<file path="src/rtl/multicycle_control_fsm.sv">
// Moore control sequencer for the multi-cycle 16-bit datapath: steps each
// instruction through fetch/decode/execute/memory/writeback and drives every select.
module multicycle_control_fsm #(
    parameter int MAX_WAIT = 15,
    parameter int CNT_W    = 16
) (
    input  logic             Clock,
    input  logic             Reset,
    input  logic             Run,
    input  logic [3:0]       opcode,
    input  logic             MemReady,
    output logic             PCWrite,
    output logic             PCWriteCond,
    output logic             PCSource,
    output logic             IRWrite,
    output logic             RegDst,
    output logic             RegWrite,
    output logic             MemToReg,
    output logic             MemRead,
    output logic             MemWrite,
    output logic             ALUSrcA,
    output logic [1:0]       ALUSrcB,
    output logic [1:0]       ALUOp,
    output logic             Halted,
    output logic             Illegal,
    output logic             MemTimeout,
    output logic [CNT_W-1:0] RetiredCount
);
    // state    | meaning
    // IDLE     | waiting for Run
    // FETCH    | IR <= mem[PC], PC <= PC+2
    // DECODE   | branch target into ALUOut, dispatch on opcode
    // R_EXEC   | ALU on two registers using funct
    // R_WB     | write rd
    // I_EXEC   | ALU on register and imm8
    // I_WB     | write rt
    // MEM_ADDR | effective address for LW/SW
    // MEM_RD   | read strobe until MemReady
    // LW_WB    | write MDR into rt
    // MEM_WR   | write strobe until MemReady
    // BRANCH   | compare, conditional PC load
    // HALT     | stopped until Reset
    typedef enum logic [3:0] {
        IDLE, FETCH, DECODE, R_EXEC, R_WB, I_EXEC, I_WB,
        MEM_ADDR, MEM_RD, LW_WB, MEM_WR, BRANCH, HALT
    } state_e;

    localparam logic [3:0] OP_R    = 4'b0000;
    localparam logic [3:0] OP_ADDI = 4'b0100;
    localparam logic [3:0] OP_LW   = 4'b1000;
    localparam logic [3:0] OP_SW   = 4'b1100;
    localparam logic [3:0] OP_BEQ  = 4'b0010;
    localparam logic [3:0] OP_HALT = 4'b1111;

    localparam int WAIT_W = $clog2(MAX_WAIT + 1);
    localparam logic [WAIT_W-1:0] WAIT_LAST = WAIT_W'(MAX_WAIT - 1);

    state_e             state_q, state_d;
    logic [WAIT_W-1:0]  wait_q, wait_d;
    logic [CNT_W-1:0]   ret_q, ret_d;
    logic               ill_q, ill_d;
    logic               to_q, to_d;
    logic               retire;

    always_ff @(posedge Clock or posedge Reset) begin
        if (Reset) begin
            state_q <= IDLE;
            wait_q  <= '0;
            ret_q   <= '0;
            ill_q   <= 1'b0;
            to_q    <= 1'b0;
        end else begin
            state_q <= state_d;
            wait_q  <= wait_d;
            ret_q   <= ret_d;
            ill_q   <= ill_d;
            to_q    <= to_d;
        end
    end

    always_comb begin
        state_d = state_q;
        wait_d  = '0;
        ill_d   = ill_q;
        to_d    = to_q;
        retire  = 1'b0;
        case (state_q)
            IDLE:     if (Run) state_d = FETCH;
            FETCH:    state_d = DECODE;
            DECODE: begin
                case (opcode)
                    OP_R:         state_d = R_EXEC;
                    OP_ADDI:      state_d = I_EXEC;
                    OP_LW, OP_SW: state_d = MEM_ADDR;
                    OP_BEQ:       state_d = BRANCH;
                    OP_HALT:      state_d = HALT;
                    default: begin
                        state_d = HALT;
                        ill_d   = 1'b1;
                    end
                endcase
            end
            R_EXEC:   state_d = R_WB;
            I_EXEC:   state_d = I_WB;
            MEM_ADDR: state_d = (opcode == OP_LW) ? MEM_RD : MEM_WR;
            MEM_RD, MEM_WR: begin
                // A completing access beats the timeout in the same cycle
                if (MemReady) begin
                    if (state_q == MEM_RD) begin
                        state_d = LW_WB;
                    end else begin
                        state_d = FETCH;
                        retire  = 1'b1;
                    end
                end else if (wait_q == WAIT_LAST) begin
                    state_d = HALT;
                    to_d    = 1'b1;
                end else begin
                    wait_d = wait_q + WAIT_W'(1);
                end
            end
            R_WB, I_WB, LW_WB, BRANCH: begin
                state_d = FETCH;
                retire  = 1'b1;
            end
            HALT:     state_d = HALT;
            default:  state_d = IDLE;
        endcase
        ret_d = retire ? ret_q + CNT_W'(1) : ret_q;
    end

    always_comb begin
        PCWrite     = 1'b0;
        PCWriteCond = 1'b0;
        PCSource    = 1'b0;
        IRWrite     = 1'b0;
        RegDst      = 1'b0;
        RegWrite    = 1'b0;
        MemToReg    = 1'b0;
        MemRead     = 1'b0;
        MemWrite    = 1'b0;
        ALUSrcA     = 1'b0;
        ALUSrcB     = 2'b00;
        ALUOp       = 2'b00;
        Halted      = 1'b0;
        case (state_q)
            FETCH: begin
                IRWrite = 1'b1;
                PCWrite = 1'b1;
                ALUSrcB = 2'b01;
            end
            DECODE:   ALUSrcB = 2'b11;
            R_EXEC: begin
                ALUSrcA = 1'b1;
                ALUOp   = 2'b10;
            end
            R_WB: begin
                RegDst   = 1'b1;
                RegWrite = 1'b1;
            end
            I_EXEC, MEM_ADDR: begin
                ALUSrcA = 1'b1;
                ALUSrcB = 2'b10;
            end
            I_WB:     RegWrite = 1'b1;
            MEM_RD:   MemRead = 1'b1;
            LW_WB: begin
                RegWrite = 1'b1;
                MemToReg = 1'b1;
            end
            MEM_WR:   MemWrite = 1'b1;
            BRANCH: begin
                ALUSrcA     = 1'b1;
                ALUOp       = 2'b01;
                PCWriteCond = 1'b1;
                PCSource    = 1'b1;
            end
            HALT:     Halted = 1'b1;
            default: ;
        endcase
    end

    assign Illegal      = ill_q;
    assign MemTimeout   = to_q;
    assign RetiredCount = ret_q;

endmodule

</file>
<file path="config.mk">
export PLATFORM = sky130hd
export DESIGN_NAME = multicycle_control_fsm
export DESIGN_NICKNAME = d
export VERILOG_FILES = /design/src/rtl/multicycle_control_fsm.sv
export SDC_FILE = /design/constraint.sdc
export NUM_CORES = 1
export LEC_CHECK = 0
export CELL_PAD_IN_SITES_DETAIL_PLACEMENT = 0
export CELL_PAD_IN_SITES_GLOBAL_PLACEMENT = 1
export CORE_MARGIN = 10
export CORE_UTILIZATION = 36
export DETAILED_ROUTE_END_ITERATION = 6
export GPL_TIMING_DRIVEN = 0
export HOLD_SLACK_MARGIN = 0.12
export PLACE_DENSITY = 0.87
export REMOVE_ABC_BUFFERS = 1
export SYNTH_ARGS = -nofsm -noshare
export SYNTH_HDL_FRONTEND = slang
export SYNTH_SLANG_ARGS = --single-unit
</file>
<file path="constraint.sdc">
create_clock -name Clock -period 2.32 [get_ports Clock]
set_clock_uncertainty 0.2 [all_clocks]
set_input_delay 0.696 -clock Clock [delete_from_list [all_inputs] [get_ports Clock]]
set_output_delay 0.696 -clock Clock [all_outputs]
set_load 0.02 [all_outputs]
</file>
==> impl_metrics.py <==
metrics = {
    "run_status": {
        "status": "complete, no violations",
    },
    "clocking": {
        "clk_latency_ps": 270,
        "cts_tree": "done",
        "clockRootBuffer": "clkbuf_8",
        "cts_buffer_depth": 2,
        "cts_made_buffers": 3,
        "path_clk_slew_ps": 90,
        "clock_sinks": 26,
        "htree_num_levels": 1,
    },
    "hold_path": {
        "whs_endpoint": "RetiredCount[15]",
        "hold_class": "flip-flop to flip-flop",
        "hp-start": "RetiredCount[15]",
        "min_path_cells": 1,
    },
    "critical_path": {
        "reg2reg_to": "RetiredCount[12]",
        "slowest_stage": "dfrtp_2",
        "worstSetupStartpointType": "flip-flop",
        "r2r_slack_ps": 300,
        "cpLargestDelayFamily": "flip-flops",
        "reg2reg_depth": 8,
        "crit_buf_inv": 3,
        "end_kind": "output pin",
        "crit_chain": "buf_6, buf_6, nand2b_4, nor3_2, buf_4",
        "crit_arrival_ps": 1420,
        "crit_fanout": 4,
        "crit_top_cell": "buf_6",
        "crit_required_ps": 1420,
        "r2r_start": "state_q[0]",
        "max_stage_delay_ps": 440,
        "crit_type": "flip-flop to output pin",
    },
    "floorplan": {
        "initial_core_util": 0.372,
        "core_area_sq_mm": 0.00400,
        "ios": 41,
        "die_h_microns": 84.3,
        "num_rows": 23,
        "die_w_microns": 84.3,
        "dieArea_sq_mm": 0.00711,
    },
    "sta": {
        "slew_headroom": 0.355,
        "tns_ps": 0,
        "slew_viol_final": 0,
        "rsz0062_at_grt": "true",
        "tightest_slew_ps": 966,
        "setup_viol": 0,
        "hold_violations": 0,
        "finalCriticalPeriod_ps": 2320,
        "max_freq_mhz": 432,
        "period_share": 0.998,
    },
    "cells_and_area": {
        "nets": 220,
        "antenna_cells": 0,
        "drive_gt1_frac": 0.293,
        "area.growth.synth_to_final_pct": 46.1,
    },
    "synthesis": {
        "synth_common_cells": "26 x dfrtp_1, 14 x xor2_1, 13 x nor2_1",
        "ys_top_cells_by_area": "dfrtp_1 44%, xor2_1 8.2%, nor3_1 3.7%",
        "avgSynthCellArea_sq_um": 9.48,
        "post-synth-top-count-cell": "dfrtp_1",
        "ys.flop_type": "dfrtp_1",
        "yosysTopAreaCellShare": 0.437,
        "synth-edff-count": 0,
        "synth_seq_area_share": 0.437,
        "yosysTopAreaCell": "dfrtp_1",
        "syn_area_sq_mm": 0.00149,
        "ys_warn_count": 0,
        "synth-seq-cells": 26,
        "synth_cell_types": 36,
        "ys_async_sr_fraction": 1.00,
        "synthCells": 157,
    },
    "routing": {
        "drtPass1Iterations": 4,
        "drt_iter0_drc": 49,
        "routed_wl_microns": 3960,
        "ant_nets": 0,
        "post_drt_wl_per_cell_microns": 15.3,
        "num_vias": 1323,
        "drcViolationCount": 0,
        "via_per_inst": 5.13,
    },
    "pwr": {
        "p_leak_nw": 1.04,
        "power_density_mw_per_mm2": 1170,
        "ir_worst_vdd_mv": 0.708,
        "fin_total_pwr_mw": 2.54,
    },
    "global_routing": {
        "grtUsageMet3": 0.0203,
        "grt_most_used_layer": "met2",
        "grt_pass1_wl_microns": 6420,
        "grt_overflow_total": 0,
        "gr-usage-met2": 0.185,
        "grtUsageMet1": 0.125,
        "grt_start_max_net_pins": 27,
        "antenna_found_initial": 0,
        "grt_pass1_vias": 1262,
        "grt_util_all_layers": 0.105,
    },
    "flow_run": {
        "max_cap_viol_count": 0,
    },
    "placed_design": {
        "portBuffers": 40,
        "dpl.hpwl_microns": 2520,
        "place_congestion": 0.739,
    },
}
cell type report:
type / count / area (sq um)
Fill cell: 356 / 1830
Multi-Input combinational cell: 116 / 843
Sequential cell: 26 / 656
Timing Repair Buffer: 58 / 527
Tap cell: 50 / 62.6
Clock buffer: 3 / 41.3
Clock inverter: 1 / 30.0
Inverter: 4 / 15.0
flip-flops by register name, summed over array words and instances (netlist names):
signal / cells
state_q: 4
Illegal: 1
RetiredCount: 16
wait_q: 4
MemTimeout: 1
layout by cell type (no fill, tap or decap), types with 4 or more instances in the layout:
master / instances
inv_1: 4
nand3_1: 8
buf_4: 17
nand2_1: 12
clkdlybuf4s50_1: 22
xor2_1: 14
a21oi_1: 6
dfrtp_1: 22
dfrtp_2: 4
nand2b_4: 5
clkbuf_2: 4
nor3_1: 7
o21ai_0: 4
nand4_1: 5
nor2_1: 11
buf_6: 6
report_power, final:
group | switching, mW | internal [mW] | leakage (nW)
clock | 0.139 | 0.231 | 0.0357
combinational | 0.791 | 0.720 | 0.664
sequential | 0.116 | 0.547 | 0.340
kinds of logic (layout without fill, tap and decap cells):
family                     count (synthesis)  after routing  synth area share
AOI/OAI and AO/OA                         23             23             0.103
xor gates and xnor gates                  17             17             0.100
muxes                                      1              1           0.00756
adders and majority gates                  3              3            0.0252
and+or+nand+nor                           72             72             0.271
DFF                                       26             26             0.437
buffers and inverters                     15             66            0.0563
worst max-delay path by stage:
| stage | startpoint | end | slack, ps | cells after the start |
|---|---|---|---|---|
| after floorplan | state_q[3] | ALUSrcB[0] | -570 | 3 |
| after CTS | state_q[2] | ALUSrcB[0] | -110 | 4 |
| final | state_q[0] | MemRead | 4 | 5 |
| after detailed placement | state_q[2] | ALUSrcB[0] | -550 | 4 |
| after global routing | state_q[0] | MemRead | -40 | 5 |
| after global placement | state_q[2] | ALUSrcB[0] | -570 | 4 |
stage by stage:
| stage | cell area (sq um) | cells | worst slack, ps | utilization | hold slack, ps |
|---|---|---|---|---|---|
| 2_1_floorplan | 1420 | 146 | -566 | - | 254 |
| 3_3_place_gp | 1880 | 236 | -570 | 0.471 | 258 |
| 3_5_place_dp | 1880 | 236 | -546 | 0.471 | 268 |
| 4_1_cts | 2040 | 250 | -109 | 0.510 | 280 |
| 5_1_grt | 2170 | 258 | -41.3 | 0.544 | 294 |
| 6_report | 2170 | 258 | 3.87 | 0.544 | 279 |
metal layers:
| metal | up-vias | part of all wire |
|---|---|---|
| li1 | 644 | - |
| met1 | 651 | 0.42 |
| met2 | 22 | 0.52 |
| met3 | 6 | 0.038 |
| met4 | 0 | 0.016 |
| met5 | - | 0 |
what timing repair did:
action / 4_1_cts / 5_1_grt
resized for setup: 58 / 35
pin swaps: 0 / 6
setup endpoints to repair: 27 / 17
hold endpoints to repair: 0 / 0
buffers inserted: 10 / 9
hold buffers: 0 / 0
No activity file was read; power rests on OpenSTA's default activity.
